### src/rtl/cu_pkg.sv
// Shared encodings for the multi-cycle control unit: opcodes, FSM states,
// datapath select codes and per-state static control bundle.
package cu_pkg;

    localparam logic [3:0] OP_AND  = 4'd0;
    localparam logic [3:0] OP_ADD  = 4'd1;
    localparam logic [3:0] OP_SUB  = 4'd2;
    localparam logic [3:0] OP_ANDI = 4'd3;
    localparam logic [3:0] OP_ADDI = 4'd4;
    localparam logic [3:0] OP_LW   = 4'd5;
    localparam logic [3:0] OP_LB   = 4'd6;
    localparam logic [3:0] OP_SW   = 4'd7;
    localparam logic [3:0] OP_BGT  = 4'd8;
    localparam logic [3:0] OP_BLT  = 4'd9;
    localparam logic [3:0] OP_BEQ  = 4'd10;
    localparam logic [3:0] OP_BNE  = 4'd11;
    localparam logic [3:0] OP_JMP  = 4'd12;
    localparam logic [3:0] OP_CALL = 4'd13;
    localparam logic [3:0] OP_RET  = 4'd14;
    localparam logic [3:0] OP_SV   = 4'd15;

    typedef enum logic [2:0] {
        ST_FETCH  = 3'd0,
        ST_DECODE = 3'd1,
        ST_EXEC   = 3'd2,
        ST_MEM    = 3'd3,
        ST_WB     = 3'd4,
        ST_TRAP   = 3'd5
    } state_t;

    localparam logic [1:0] ALU_ADD = 2'b00;
    localparam logic [1:0] ALU_SUB = 2'b01;
    localparam logic [1:0] ALU_AND = 2'b10;

    localparam logic [1:0] SRCPC_INC = 2'b00;
    localparam logic [1:0] SRCPC_BR  = 2'b01;
    localparam logic [1:0] SRCPC_JMP = 2'b10;
    localparam logic [1:0] SRCPC_RET = 2'b11;

    localparam logic [1:0] WB_ALU = 2'b00;
    localparam logic [1:0] WB_MEM = 2'b01;
    localparam logic [1:0] WB_PC1 = 2'b10;

    typedef enum logic [2:0] {
        IC_ALU, IC_LOAD, IC_STORE, IC_BRANCH, IC_JMP, IC_CALL, IC_RET, IC_SV
    } iclass_t;

    typedef struct packed {
        logic       src_rw;
        logic       src_rb;
        logic       src_ra;
        logic       src_a;
        logic       src_b;
        logic [1:0] alu_op;
        logic       mem_add_src;
        logic       data_in_src;
        logic [1:0] wb;
        logic       take_ext1;
        logic       take_ext2;
        logic       byte_en;
    } ctrl_t;

    function automatic iclass_t op_class(input logic [3:0] op);
        iclass_t c;
        case (op)
            OP_LW, OP_LB:                    c = IC_LOAD;
            OP_SW:                           c = IC_STORE;
            OP_BGT, OP_BLT, OP_BEQ, OP_BNE:  c = IC_BRANCH;
            OP_JMP:                          c = IC_JMP;
            OP_CALL:                         c = IC_CALL;
            OP_RET:                          c = IC_RET;
            OP_SV:                           c = IC_SV;
            default:                         c = IC_ALU;
        endcase
        return c;
    endfunction

endpackage

### src/rtl/cu_decode.sv
// Static per-instruction datapath selects for the current FSM state; all
// selects are zero in states where the instruction does not use them.
module cu_decode
    import cu_pkg::*;
(
    input  state_t     state,
    input  logic [3:0] op,
    input  logic       mode,
    output ctrl_t      ctrl
);

    always_comb begin
        ctrl = '0;
        case (state)
            ST_DECODE: begin
                if (op == OP_CALL) begin
                    ctrl.src_rw = 1'b1;
                    ctrl.wb     = WB_PC1;
                end
                if (op == OP_RET) ctrl.src_ra = 1'b1;
            end
            ST_EXEC: begin
                case (op)
                    OP_AND:  ctrl.alu_op = ALU_AND;
                    OP_ADD:  ctrl.alu_op = ALU_ADD;
                    OP_SUB:  ctrl.alu_op = ALU_SUB;
                    OP_ANDI: begin
                        ctrl.src_b  = 1'b1;
                        ctrl.alu_op = ALU_AND;
                    end
                    OP_ADDI, OP_LW, OP_LB, OP_SW: begin
                        ctrl.src_b  = 1'b1;
                        ctrl.alu_op = ALU_ADD;
                    end
                    // Branch compare: operand A chosen by mode, extended offset enabled
                    OP_BGT, OP_BLT, OP_BEQ, OP_BNE: begin
                        ctrl.src_a     = mode;
                        ctrl.src_rb    = 1'b1;
                        ctrl.alu_op    = ALU_SUB;
                        ctrl.take_ext1 = 1'b1;
                    end
                    default: ;
                endcase
            end
            ST_MEM: begin
                case (op)
                    OP_LB: begin
                        ctrl.byte_en   = 1'b1;
                        ctrl.take_ext2 = 1'b1;
                    end
                    OP_SW: ctrl.src_rb = 1'b1;
                    OP_SV: begin
                        ctrl.mem_add_src = 1'b1;
                        ctrl.data_in_src = 1'b1;
                    end
                    default: ;
                endcase
            end
            ST_WB: begin
                if (op == OP_LW || op == OP_LB) ctrl.wb = WB_MEM;
                else                            ctrl.wb = WB_ALU;
            end
            default: ;
        endcase
    end

endmodule

### src/rtl/multicycle_control_unit.sv
// Multi-cycle FETCH/DECODE/EXEC/MEM/WB sequencer with memory handshake stall,
// timeout trap, write strobes and live-flag branch resolution.
module multicycle_control_unit
    import cu_pkg::*;
#(
    parameter int OPCODE_W    = 4,
    parameter int MEM_TIMEOUT = 15,
    parameter int TO_W        = 4
) (
    input  logic                clk,
    input  logic                rst_n,
    input  logic                cu_enable,
    input  logic [OPCODE_W-1:0] opcode,
    input  logic                mode,
    input  logic                zf,
    input  logic                nf,
    input  logic                mem_ready,
    output logic                mem_req,
    output logic                pc_w,
    output logic                ir_w,
    output logic [1:0]          src_pc,
    output logic                src_rw,
    output logic                src_rb,
    output logic                src_ra,
    output logic                src_a,
    output logic                src_b,
    output logic                reg_w,
    output logic                mem_w,
    output logic                mem_r,
    output logic [1:0]          alu_op,
    output logic                mem_add_src,
    output logic                data_in_src,
    output logic [1:0]          wb,
    output logic                take_ext1,
    output logic                take_ext2,
    output logic                byte_en,
    output logic                trap
);

    state_t          state_q, state_d, dec_state;
    logic [TO_W-1:0] cnt_q, cnt_d, cnt_inc;
    logic [3:0]      op_q, op_d, op_cur;
    logic            mode_q, mode_d, mode_cur;
    logic            illegal, timeout_hit, br_taken;
    iclass_t         cls;
    ctrl_t           ctrl;

    function automatic logic branch_taken(input logic [3:0] op, input logic z, input logic n);
        logic t;
        case (op)
            OP_BGT:  t = n & ~z;
            OP_BLT:  t = ~n & ~z;
            OP_BEQ:  t = z;
            OP_BNE:  t = ~z;
            default: t = 1'b0;
        endcase
        return t;
    endfunction

    generate
        if (OPCODE_W > 4) begin : g_wide_op
            assign illegal = |opcode[OPCODE_W-1:4];
        end else begin : g_narrow_op
            assign illegal = 1'b0;
        end
    endgenerate

    // The opcode register is loaded at the end of DECODE, so DECODE itself looks at the live input
    assign op_cur   = (state_q == ST_DECODE) ? opcode[3:0] : op_q;
    assign mode_cur = (state_q == ST_DECODE) ? mode : mode_q;
    assign cls      = op_class(op_cur);
    assign br_taken = branch_taken(op_q, zf, nf);
    assign cnt_inc  = cnt_q + TO_W'(1);
    assign timeout_hit = (MEM_TIMEOUT != 0) && (cnt_inc == TO_W'(MEM_TIMEOUT));
    assign dec_state = (state_q == ST_DECODE && illegal) ? ST_TRAP : state_q;

    cu_decode u_decode (
        .state (dec_state),
        .op    (op_cur),
        .mode  (mode_cur),
        .ctrl  (ctrl)
    );

    assign src_rw      = ctrl.src_rw;
    assign src_rb      = ctrl.src_rb;
    assign src_ra      = ctrl.src_ra;
    assign src_a       = ctrl.src_a;
    assign src_b       = ctrl.src_b;
    assign alu_op      = ctrl.alu_op;
    assign mem_add_src = ctrl.mem_add_src;
    assign data_in_src = ctrl.data_in_src;
    assign wb          = ctrl.wb;
    assign take_ext1   = ctrl.take_ext1;
    assign take_ext2   = ctrl.take_ext2;
    assign byte_en     = ctrl.byte_en;

    always_comb begin
        state_d = state_q;
        op_d    = op_q;
        mode_d  = mode_q;
        cnt_d   = '0;
        mem_req = 1'b0;
        mem_r   = 1'b0;
        mem_w   = 1'b0;
        pc_w    = 1'b0;
        ir_w    = 1'b0;
        reg_w   = 1'b0;
        src_pc  = SRCPC_INC;
        trap    = 1'b0;

        case (state_q)
            ST_FETCH: begin
                mem_req = 1'b1;
                mem_r   = 1'b1;
                if (mem_ready) begin
                    ir_w    = 1'b1;
                    pc_w    = 1'b1;
                    state_d = ST_DECODE;
                end else begin
                    cnt_d = cnt_inc;
                    if (timeout_hit) state_d = ST_TRAP;
                end
            end
            ST_DECODE: begin
                op_d   = opcode[3:0];
                mode_d = mode;
                if (illegal) begin
                    state_d = ST_TRAP;
                end else begin
                    case (cls)
                        IC_JMP, IC_CALL: begin
                            pc_w    = 1'b1;
                            src_pc  = SRCPC_JMP;
                            reg_w   = (cls == IC_CALL);
                            state_d = ST_FETCH;
                        end
                        IC_RET: begin
                            pc_w    = 1'b1;
                            src_pc  = SRCPC_RET;
                            state_d = ST_FETCH;
                        end
                        IC_SV:   state_d = ST_MEM;
                        default: state_d = ST_EXEC;
                    endcase
                end
            end
            ST_EXEC: begin
                case (cls)
                    IC_BRANCH: begin
                        if (br_taken) begin
                            pc_w   = 1'b1;
                            src_pc = SRCPC_BR;
                        end
                        state_d = ST_FETCH;
                    end
                    IC_LOAD, IC_STORE: state_d = ST_MEM;
                    default:           state_d = ST_WB;
                endcase
            end
            ST_MEM: begin
                mem_req = 1'b1;
                mem_r   = (cls == IC_LOAD);
                mem_w   = (cls != IC_LOAD);
                if (mem_ready) begin
                    state_d = (cls == IC_LOAD) ? ST_WB : ST_FETCH;
                end else begin
                    cnt_d = cnt_inc;
                    if (timeout_hit) state_d = ST_TRAP;
                end
            end
            ST_WB: begin
                reg_w   = 1'b1;
                state_d = ST_FETCH;
            end
            ST_TRAP: trap = 1'b1;
            default: state_d = ST_FETCH;
        endcase

        // Disabled (or being reset): freeze sequencing, suppress anything that writes or requests
        if (!cu_enable || !rst_n) begin
            state_d = state_q;
            op_d    = op_q;
            mode_d  = mode_q;
            cnt_d   = cnt_q;
            pc_w    = 1'b0;
            ir_w    = 1'b0;
            reg_w   = 1'b0;
            mem_w   = 1'b0;
            mem_req = 1'b0;
        end
    end

    always_ff @(posedge clk) begin
        if (!rst_n) begin
            state_q <= ST_FETCH;
            cnt_q   <= '0;
        end else begin
            state_q <= state_d;
            cnt_q   <= cnt_d;
        end
    end

    always_ff @(posedge clk) begin
        op_q   <= op_d;
        mode_q <= mode_d;
    end

endmodule

### config.mk
export PLATFORM = sky130hd
export DESIGN_NAME = multicycle_control_unit
export DESIGN_NICKNAME = d
export VERILOG_FILES = /design/src/rtl/cu_pkg.sv /design/src/rtl/cu_decode.sv /design/src/rtl/multicycle_control_unit.sv
export SDC_FILE = /design/constraint.sdc
export NUM_CORES = 1
export LEC_CHECK = 0
export BUFFER_PORTS_ARGS = -buffer_cell sky130_fd_sc_hd__buf_2
export CAP_MARGIN = 20
export CORE_ASPECT_RATIO = 1.5
export CORE_MARGIN = 8
export CORE_UTILIZATION = 25
export DETAILED_ROUTE_END_ITERATION = 10
export SYNTH_ARGS = -nofsm -noshare
export SYNTH_HDL_FRONTEND = slang
export SYNTH_SLANG_ARGS = --single-unit
### constraint.sdc
create_clock -name clk -period 3.72 [get_ports clk]
set_clock_uncertainty 0.2 [all_clocks]
set_input_delay 0.372 -clock clk [delete_from_list [all_inputs] [get_ports clk]]
set_output_delay 0.372 -clock clk [all_outputs]
set_load 0.02 [all_outputs]
## Word-level counts from Yosys, hierarchy flattened

Memories as Yosys holds them, arrays and structs flattened.
Index checks and enable logic that the tools add are counted.

- Flip-flop bits (word level): 12
- Memory bits (read-only): 48
- Input port bits: 11
- Output and inout bits: 23
- Word-level logic and storage cells: 110
- Memories: 1

- Add/subtract/negate cells: 1
- Equal/unequal tests: 31
- Mux-type cells: 52
- Bitwise operators: 6
- Reductions and logical operators: 15

Memory list:

| memory | words | bits a word | rd ports | clocked after memory_dff | wr ports | RTL line | source |
|---|---|---|---|---|---|---|---|
| (name not given) | 16 | 3 | 1 | 0 | 0 | cu_pkg.sv:65 | `case (op)` |

Operator list:

| kind | count |
|---|---|
| equality test 4 bit (second input constant) | 12 |
| two-way mux 1 bit | 27 |
| one-hot mux 2 bit (2 select lines) | 5 |
| equality test 3 bit (second input constant) | 6 |
| equality test 4 x 3 -> 1 bit (second input constant) | 4 |
| two-way mux 4 bit | 4 |
| one-hot mux 3 bit (5 select lines) | 1 |
| equality test 3 x 2 -> 1 bit (second input constant) | 4 |
| two-way mux 3 bit | 4 |
| two-way mux 2 bit | 5 |
| OR reduction 5 bit | 2 |
| equality test 4 x 2 -> 1 bit (second input constant) | 2 |
| OR reduction 2 bit | 4 |
| equality test 3 x 1 -> 1 bit (second input constant) | 2 |
| one-hot mux 1 bit (2 select lines) | 3 |
| one-hot mux 3 bit (2 select lines) | 1 |
| adder 4 x 1 -> 4 bit (second input constant) | 1 |
| logical NOT 4 bit | 1 |
| inverter 1 bit | 4 |
| one-hot mux 1 bit (4 select lines) | 1 |
| OR reduction 4 bit | 1 |
| logical NOT 3 bit | 1 |
| != test 3 x 1 -> 1 bit (second input constant) | 1 |
| one-hot mux 1 bit (3 select lines) | 1 |
| 5 further kinds | 8 |

## Depth between registers and ports, before layout

Gate-level depths: netlist (run 1).
An unclocked memory read counts as a cell.

- Depth in word-level cells: 8
- Gate-level depth with buffers: 11
- Depth with buffers taken out: 10

## By module

A second synthesis (run 1) with hierarchy kept.

- Cells, all modules: 138
- Area, all modules: 1122.3 um2

By module, submodules not included:

| module | times used | cells each | area an instance (um2) | seq. area each (um2) |
|---|---|---|---|---|
| multicycle_control_unit | 1 | 111 | 943.4 | 290.3 |
| cu_decode | 1 | 27 | 178.9 | 0.0 |

## Least setup slack after synthesis (run 1)

No wires, ideal clock.

- Kind: flip-flop to output port
- Start: reg state_q[1] (netlist: dec_state[1])
- End: out pc_w
- Arrival time: 2685 ps
- Data required time: 3148 ps
- Slack: 463 ps
- Stages on the path, launching flop included: 11
- Path buffers: 1
- Cell sequence: dfxtp_1 > buf_2 > nor3b_4 > mux2i_1 > inv_1 > ha_1 > a21oi_1 > o21ba_2 > mux2i_1 > o21ai_1 > a221oi_1

- Cells in the longest elaborated chain, start to end: 8
- Elaborated cells on any way between the ends: 14
- Those cells by class: 6 x eq/ne; 5 x mux; 2 x reduce/logical; 1 x memory

RTL lines:

| item | RTL line | source |
|---|---|---|
| start: declaration | multicycle_control_unit.sv:40 | `state_t state_q, state_d, dec_state;` |
| start signal: assignment | multicycle_control_unit.sv:198 | `state_q <= state_d;` |
| equality test 3 x 1 -> 1 bit (*) | multicycle_control_unit.sv:69 | `assign op_cur = (state_q == ST_DECODE) ? opcode[3:0] : op_q;` |
| two-way mux 4 bit (*) | - |  |
| net op_cur[0] | multicycle_control_unit.sv:42 | `logic [3:0] op_q, op_d, op_cur;` |
| memory (16 x 3 bit) (*) | - |  |
| equality test 3 bit | multicycle_control_unit.sv:130 | `case (cls)` |
| OR reduction 3 bit (no line) | - |  |
| two-way mux 1 bit | multicycle_control_unit.sv:130 |  |
| one-hot mux 1 bit (3 select lines) (*) | multicycle_control_unit.sv:111 | `case (state_q)` |
| two-way mux 1 bit (*) | multicycle_control_unit.sv:180 | `if (!cu_enable \|\| !rst_n) begin` |
| end: declaration | multicycle_control_unit.sv:19 | `output logic pc_w,` |

The timed path passes the listed nets; every way through them passes the cells marked *.

## Final worst setup path (run 1)

- Start: reg state_q[0] (netlist: dec_state[0])
- End: out pc_w

Same word-level chain as after synthesis.

==> insert_results.sql, run 1 <==
INSERT INTO impl_metrics (metric_group, metric, value, unit) VALUES
('logic_synthesis', 'yosys.area_share.adder', '6.17', '%'),
('drt', 'routed_via_density', '5.07', ''),
('global_routing', 'vias_in_the_first_global_route', '1349', ''),
('floorplanning', 'core_region_area', '4770', 'um^2'),
('logic_synthesis', 'post_synth_instance_area', '1220', 'um^2'),
('worst_hold_path', 'min_delay_path_depth', '3', ''),
('drt', 'drt_pass1_iterations', '4', ''),
('worst_setup_path', 'r2r_end', 'dec_state[0]', ''),
('worst_hold_path', 'worstHoldEndpoint', 'mode_q', ''),
('floorplanning', 'ios', '34', ''),
('clock_network', 'post_cts_resized', '0', ''),
('clock_network', 'worst_setup_hold_path_clk_slew', '60', 'ps'),
('drt', 'route.antenna.remaining_nets', '0', ''),
('pwr', 'static_leakage', '0.664', 'nW'),
('logic_synthesis', 'synth-seq-area-share', '23.8', '%'),
('global_routing', 'grt_pass1_wl', '6270', 'um'),
('worst_setup_path', 'worstPathRequired', '3150', 'ps'),
('worst_setup_path', 'cpPeakStageDelay', '500', 'ps'),
('clock_network', 'cts_tree', 'built', ''),
('finish', 'leading_cell_types_in_the_layout_fill_and_taps_excluded', 'buf_2, nand2_1, nor2_1, a21oi_1, inv_1', ''),
('sta', 'timing.slew.headroom', '47.8', '%'),
('worst_setup_path', 'critical_path.most_common_cell', 'a21oi_1', ''),
('worst_setup_path', 'start_kind', 'flip-flop', ''),
('clock_network', 'clk_path_buf_depth', '2', ''),
('worst_setup_path', 'crit_path_start', 'dec_state[0]', ''),
('worst_setup_path', 'top_fanout_value_on_the_critical_path', '10', ''),
('worst_setup_path', 'ff2ff_path_depth', '10', ''),
('drt', 'routed-via-count', '1287', ''),
('finish', 'layout-drive-gt1-share', '25.5', '%'),
('logic_synthesis', 'post_synth_mux_area_share', '6.37', '%'),
('logic_synthesis', 'synth_enable_flop_cells', '5', ''),
('logic_synthesis', 'synth.yosys.warnings', '0', ''),
('sta', 'hold-worst-slack', '225', 'ps'),
('sta', 'setup-violations-final', '0', ''),
('global_routing', 'grt.total_usage', '10.8', '%'),
('placement', 'placement.cell_area', '1430', 'um^2'),
('floorplanning', 'dieWidth', '73.0', 'um'),
('logic_synthesis', 'synth_area_per_cell', '7.80', 'um^2'),
('pwr', 'vdd_drop_max', '0.185', 'mV'),
('worst_setup_path', 'worst-setup-path-type', 'flip-flop to output port', ''),
('clock_network', 'cts.hold.buffers_added', '0', ''),
('worst_setup_path', 'setup.worst_path.end_class', 'output port', ''),
('sta', 'layout_min_cycle_time', '3500', 'ps'),
('drt', 'wire_per_inst', '15.3', 'um'),
('sta', 'setup_tns', '0', 'ps'),
('logic_synthesis', 'synth.lib_cells_used.distinct', '50', ''),
('logic_synthesis', 'synth_top_family_by_area', 'compound AO/OA/AOI/OAI gates', ''),
('sta', 'period_share', '94.0', '%'),
('logic_synthesis', 'post_synth_xor_area_fraction', '2.16', '%'),
('worst_setup_path', 'reg2reg_slack', '710', 'ps'),
('drt', 'detail_route.wirelength', '3900', 'um'),
('floorplanning', 'initial_utilization', '25.5', '%'),
('placement', 'placement.io_buffers', '33', ''),
('logic_synthesis', 'ys_ff_latch', '12', ''),
('worst_setup_path', 'crit_chain', 'nor3b_4, nor2_1, a21oi_1, inv_1, ha_1, a21oi_1, o21ba_2, mux2i_1, o21ai_1, a221oi_1, buf_2', ''),
('finish', 'design_area', '1480', 'um^2'),
('sta', 'max_freq', '286', 'MHz'),
('clock_network', 'clk-insertion-delay-late', '250', 'ps'),
('worst_setup_path', 'timing.critical_path.buf_inv', '2', ''),
('drt', 'dr.first_iter.drc_count', '75', ''),
('flow_run', 'drv.max_cap_violation_count', '0', ''),
('floorplanning', 'num_rows', '31', ''),
('sta', 'number_of_hold_violations_in_the_final_report', '0', ''),
('floorplanning', 'fp.dieArea', '7400', 'um^2'),
('clock_network', 'cts_max_level', '1', ''),
('finish', 'areaGrowthSynthToFinish', '21.8', '%'),
('placement', 'routability_congestion_estimate_from_global_placement', '0.866', ''),
('finish', 'diodes', '0', ''),
('global_routing', 'antenna_violations_before_repair', '0', ''),
('finish', 'finish.net_count', '206', ''),
('outcome', 'run_status', 'finished, final reports clean', '');
area by class of cell:
class	count	area, um^2
Clock buffer	4	45.0
Fill cell	529	3290
Inverter	10	37.5
Multi-Input combinational cell	125	832
Sequential cell	12	290
Tap cell	66	82.6
Timing Repair Buffer	37	195
worst max-delay path by stage:
stage | depth (start not counted) | endpoint
6_report | 11 | pc_w
5_1_grt | 11 | pc_w
4_1_cts | 11 | pc_w
3_5_place_dp | 11 | pc_w
3_3_place_gp | 11 | pc_w
2_1_floorplan | 10 | pc_w
synthesized netlist by cell type (3+ instances only):
| cell | instances | area share [%] |
|---|---|---|
| nor2b_1 | 5 | 2.6 |
| a31oi_1 | 6 | 3.1 |
| a21oi_1 | 11 | 4.5 |
| ha_1 | 6 | 6.2 |
| nor2_1 | 12 | 3.7 |
| dfxtp_1 | 7 | 12 |
| clkbuf_1 | 4 | 1.2 |
| o21ai_0 | 6 | 2.5 |
| edfxtp_1 | 5 | 12 |
| nand3_1 | 6 | 2.5 |
| mux2i_1 | 4 | 3.3 |
| or3_1 | 3 | 1.5 |
| nor3_1 | 3 | 1.2 |
| inv_1 | 9 | 2.8 |
| and2_1 | 6 | 3.1 |
| a21o_1 | 3 | 1.8 |
| nand2_1 | 15 | 4.6 |
| xor2_1 | 3 | 2.2 |
tightest hold or removal path, cell delays in order:
cell	delay [ps]
buf_2	80
nand2_1	40
nand2_1	60
power by group:
group,switching (mW),leakage (nW),internal [mW]
clock network,0.0568,0.0228,0.0759
logic,0.0737,0.538,0.0460
registers,0.00770,0.104,0.144
metrics by stage:
step	worst slack (ps)	cells	utilization (%)
floorplan	463	156	-
global route	12.3	254	31.1
global placement	485	249	30.0
detailed placement	388	249	30.0
CTS	112	253	30.9
finish	224	254	31.1
cell families after synthesis:
kind of cell,after synthesis
XOR/XNOR,3
buffers and inverters,19
AO/OA/AOI/OAI,48
flip-flops,12
adder cells (fa/ha/maj),6
AND/OR/NAND/NOR,61
multiplexers,7
sequential cells by signal (all words and copies together), names as in the netlist:
signal and count:
cnt_q 4, dec_state 3, mode_q 1, op_q 4
routing by layer:
| metal | GRT usage [%] | wire, um | vias up |
|---|---|---|---|
| li1 | - | - | 629 |
| met1 | 11.0 | 1540 | 584 |
| met2 | 18.5 | 1980 | 53 |
| met4 | 8.20 | 190 | 0 |
| met3 | 2.78 | 188 | 21 |
| met5 | 0 | 0 | - |
(Power assumes the default switching activity.)
==> inputs of run 2 (changes only) <==
--- a/config.mk
+++ b/config.mk
@@ -10,7 +10,9 @@
 export CORE_ASPECT_RATIO = 1.5
 export CORE_MARGIN = 8
 export CORE_UTILIZATION = 25
+export CTS_CLUSTER_DIAMETER = 30
 export DETAILED_ROUTE_END_ITERATION = 10
+export MAX_ROUTING_LAYER = met4
 export SYNTH_ARGS = -nofsm -noshare
 export SYNTH_HDL_FRONTEND = slang
 export SYNTH_SLANG_ARGS = --single-unit
==> run 2 against run 1 <==
  * Routed wire length up 0.10%
  * Non-clock buffer count unchanged
  * Setup slack better by 3.2 ps
  * Design area unchanged
==> insert_results.sql, run 2 (same netlist as run 1, synthesis figures left out) <==
INSERT INTO impl_metrics (metric_group, metric, value, unit) VALUES
('flow_run', 'drv.max_cap_violation_count', '0', ''),
('sta', 'layout_min_cycle_time', '3490', 'ps'),
('worst_setup_path', 'critical_path.most_common_cell', 'a21oi_1', ''),
('sta', 'hold-worst-slack', '225', 'ps'),
('clock_network', 'clk-insertion-delay-late', '250', 'ps'),
('worst_setup_path', 'start_kind', 'flip-flop', ''),
('floorplanning', 'initial_utilization', '25.5', '%'),
('floorplanning', 'die_height', '101', 'um'),
('drt', 'route.antenna.remaining_nets', '0', ''),
('drt', 'route.met3.wl', '166', 'um'),
('worst_setup_path', 'critPathSlowestCell', 'dfxtp_1', ''),
('drt', 'met2_length', '1970', 'um'),
('sta', 'tightest_slew', '728', 'ps'),
('finish', 'areaGrowthSynthToFinish', '21.8', '%'),
('worst_setup_path', 'timing.rr.start', 'dec_state[0]', ''),
('worst_setup_path', 'crit_chain', 'nor3b_4, nor2_1, a21oi_1, inv_1, ha_1, a21oi_1, o21ba_2, mux2i_1, o21ai_1, a221oi_1, buf_2', ''),
('outcome', 'run_status', 'finished, final reports clean', ''),
('finish', 'finish.net_count', '206', ''),
('sta', 'slew_viol_final', '0', ''),
('finish', 'diodes', '0', ''),
('worst_setup_path', 'critPathCapture', 'pc_w', ''),
('sta', 'max_freq', '286', 'MHz'),
('finish', 'layout.cells.most_common', 'buf_2', ''),
('placement', 'placement.io_buffers', '33', ''),
('drt', 'dr.max_layer_used', 'met4', ''),
('drt', 'dr.first_iter.drc_count', '85', ''),
('clock_network', 'cts_tree', 'built', ''),
('drt', 'drt_pass1_iterations', '5', ''),
('sta', 'number_of_hold_violations_in_the_final_report', '0', ''),
('pwr', 'static_leakage', '0.664', 'nW'),
('finish', 'layout-drive-gt1-share', '25.5', '%'),
('placement', 'dp_hpwl', '3140', 'um'),
('worst_hold_path', 'hold_path_class', 'input pin to flip-flop', ''),
('global_routing', 'grt_start_max_net_pins', '14', ''),
('worst_setup_path', 'arrival', '2920', 'ps'),
('sta', 'timing.slew.headroom', '50.2', '%'),
('floorplanning', 'num_rows', '31', ''),
('clock_network', 'cts_max_level', '1', ''),
('clock_network', 'clk_path_buf_depth', '2', ''),
('clock_network', 'ctsRootBufferMaster', 'clkbuf_8', ''),
('worst_setup_path', 'r2r_end', 'dec_state[0]', ''),
('worst_setup_path', 'reg2reg_slack', '710', 'ps'),
('worst_setup_path', 'ff2ff_path_depth', '10', ''),
('placement', 'routability_congestion_estimate_from_global_placement', '0.880', ''),
('floorplanning', 'dieWidth', '73.0', 'um'),
('sta', 'period_share', '93.9', '%'),
('global_routing', 'grt_pass1_wl', '6270', 'um'),
('worst_setup_path', 'worstPathRequired', '3150', 'ps'),
('clock_network', 'numCtsBuffers', '3', ''),
('finish', 'design_area', '1480', 'um^2'),
('worst_setup_path', 'worst-setup-path-type', 'flip-flop to output port', ''),
('drt', 'wire_per_inst', '15.4', 'um'),
('worst_setup_path', 'crit_path_start', 'dec_state[0]', ''),
('global_routing', 'vias_in_the_first_global_route', '1348', ''),
('sta', 'setup-violations-final', '0', ''),
('finish', 'fillCellCount', '529', ''),
('drt', 'detail_route.wirelength', '3900', 'um'),
('clock_network', 'worst_setup_hold_path_clk_slew', '60', 'ps'),
('global_routing', 'antenna_violations_before_repair', '0', ''),
('pwr', 'vdd_drop_max', '0.185', 'mV'),
('global_routing', 'grt_overflow', '0', ''),
('drt', 'routed-via-count', '1294', ''),
('drt', 'wl_met1', '1580', 'um'),
('worst_setup_path', 'top_fanout_value_on_the_critical_path', '10', ''),
('floorplanning', 'ios', '34', ''),
('sta', 'setup_tns', '0', 'ps'),
('pwr', 'p_per_area', '272', 'nW/um^2'),
('drt', 'routed_via_density', '5.09', ''),
('worst_setup_path', 'setup.worst_path.end_class', 'output port', ''),
('worst_setup_path', 'cpPeakStageDelay', '490', 'ps'),
('placement', 'placement.cell_area', '1430', 'um^2'),
('clock_network', 'clock-sinks', '12', ''),
('floorplanning', 'core_region_area', '4770', 'um^2'),
('global_routing', 'grt.total_usage', '11.2', '%'),
('drt', 'drc', '0', ''),
('floorplanning', 'fp.dieArea', '7400', 'um^2'),
('finish', 'leading_cell_types_in_the_layout_fill_and_taps_excluded', 'buf_2, nand2_1, nor2_1, a21oi_1, inv_1', ''),
('sta', 'grt_setup_unrepaired', 'false', ''),
('pwr', 'totalPowerFinal', '404', 'uW');
run 2: final cells by class:
| type | count | area [um^2] | area share (%) |
|---|---|---|---|
| Multi-Input combinational cell | 125 | 832 | 56.1 |
| Sequential cell | 12 | 290 | 19.6 |
| Timing Repair Buffer | 37 | 195 | 13.2 |
| Tap cell | 66 | 82.6 | 5.57 |
| Clock buffer | 4 | 45.0 | 3.04 |
| Inverter | 10 | 37.5 | 2.53 |
run 2: worst min path at each step:
stage             start       end  slack (ps)  cells past startpoint
2_1_floorplan  cnt_q[1]  cnt_q[1]         300                      2
3_3_place_gp     mode_q    mode_q         330                      2
3_5_place_dp   cnt_q[1]  cnt_q[1]         330                      2
4_1_cts            mode    mode_q         250                      3
5_1_grt            mode    mode_q         250                      3
6_report           mode    mode_q         220                      3
run 2: where the power goes:
| part | internal (mW) | total, mW | switching [mW] |
|---|---|---|---|
| logic | 0.0460 | 0.120 | 0.0741 |
| clock network | 0.0759 | 0.132 | 0.0565 |
| registers | 0.144 | 0.152 | 0.00762 |
| total | 0.266 | 0.404 | 0.138 |
run 2: metrics by stage:
| step | util, % | worst slack [ps] | cells |
|---|---|---|---|
| detailed placement | 30.0 | 388 | 249 |
| global route | 31.1 | 12.3 | 254 |
| finish | 31.1 | 227 | 254 |
| global placement | 30.0 | 485 | 249 |
| floorplan | - | 463 | 156 |
| CTS | 30.9 | 112 | 253 |
run 2: routing by layer:
layer	track usage, %	vias up
met5	-	-
met1	11.1	584
li1	-	633
met3	2.58	20
met4	8.20	0
met2	18.5	57
run 2: critical path, delay by kind of cell, from the launching register on:
family	cells	cell delay (ps)
compound gates	5	960
fa+ha+maj	1	300
buf+inv	2	360
flops	1	490
mux	1	170
simple gates	2	380
run 2: what timing repair did:
| item | 4_1_cts | 5_1_grt |
|---|---|---|
| hold buffers | 0 | 0 |
| gates resized for setup | 0 | 0 |
| setup buffers | 0 | 1 |
| endpoints found under the setup margin | 0 | 2 |
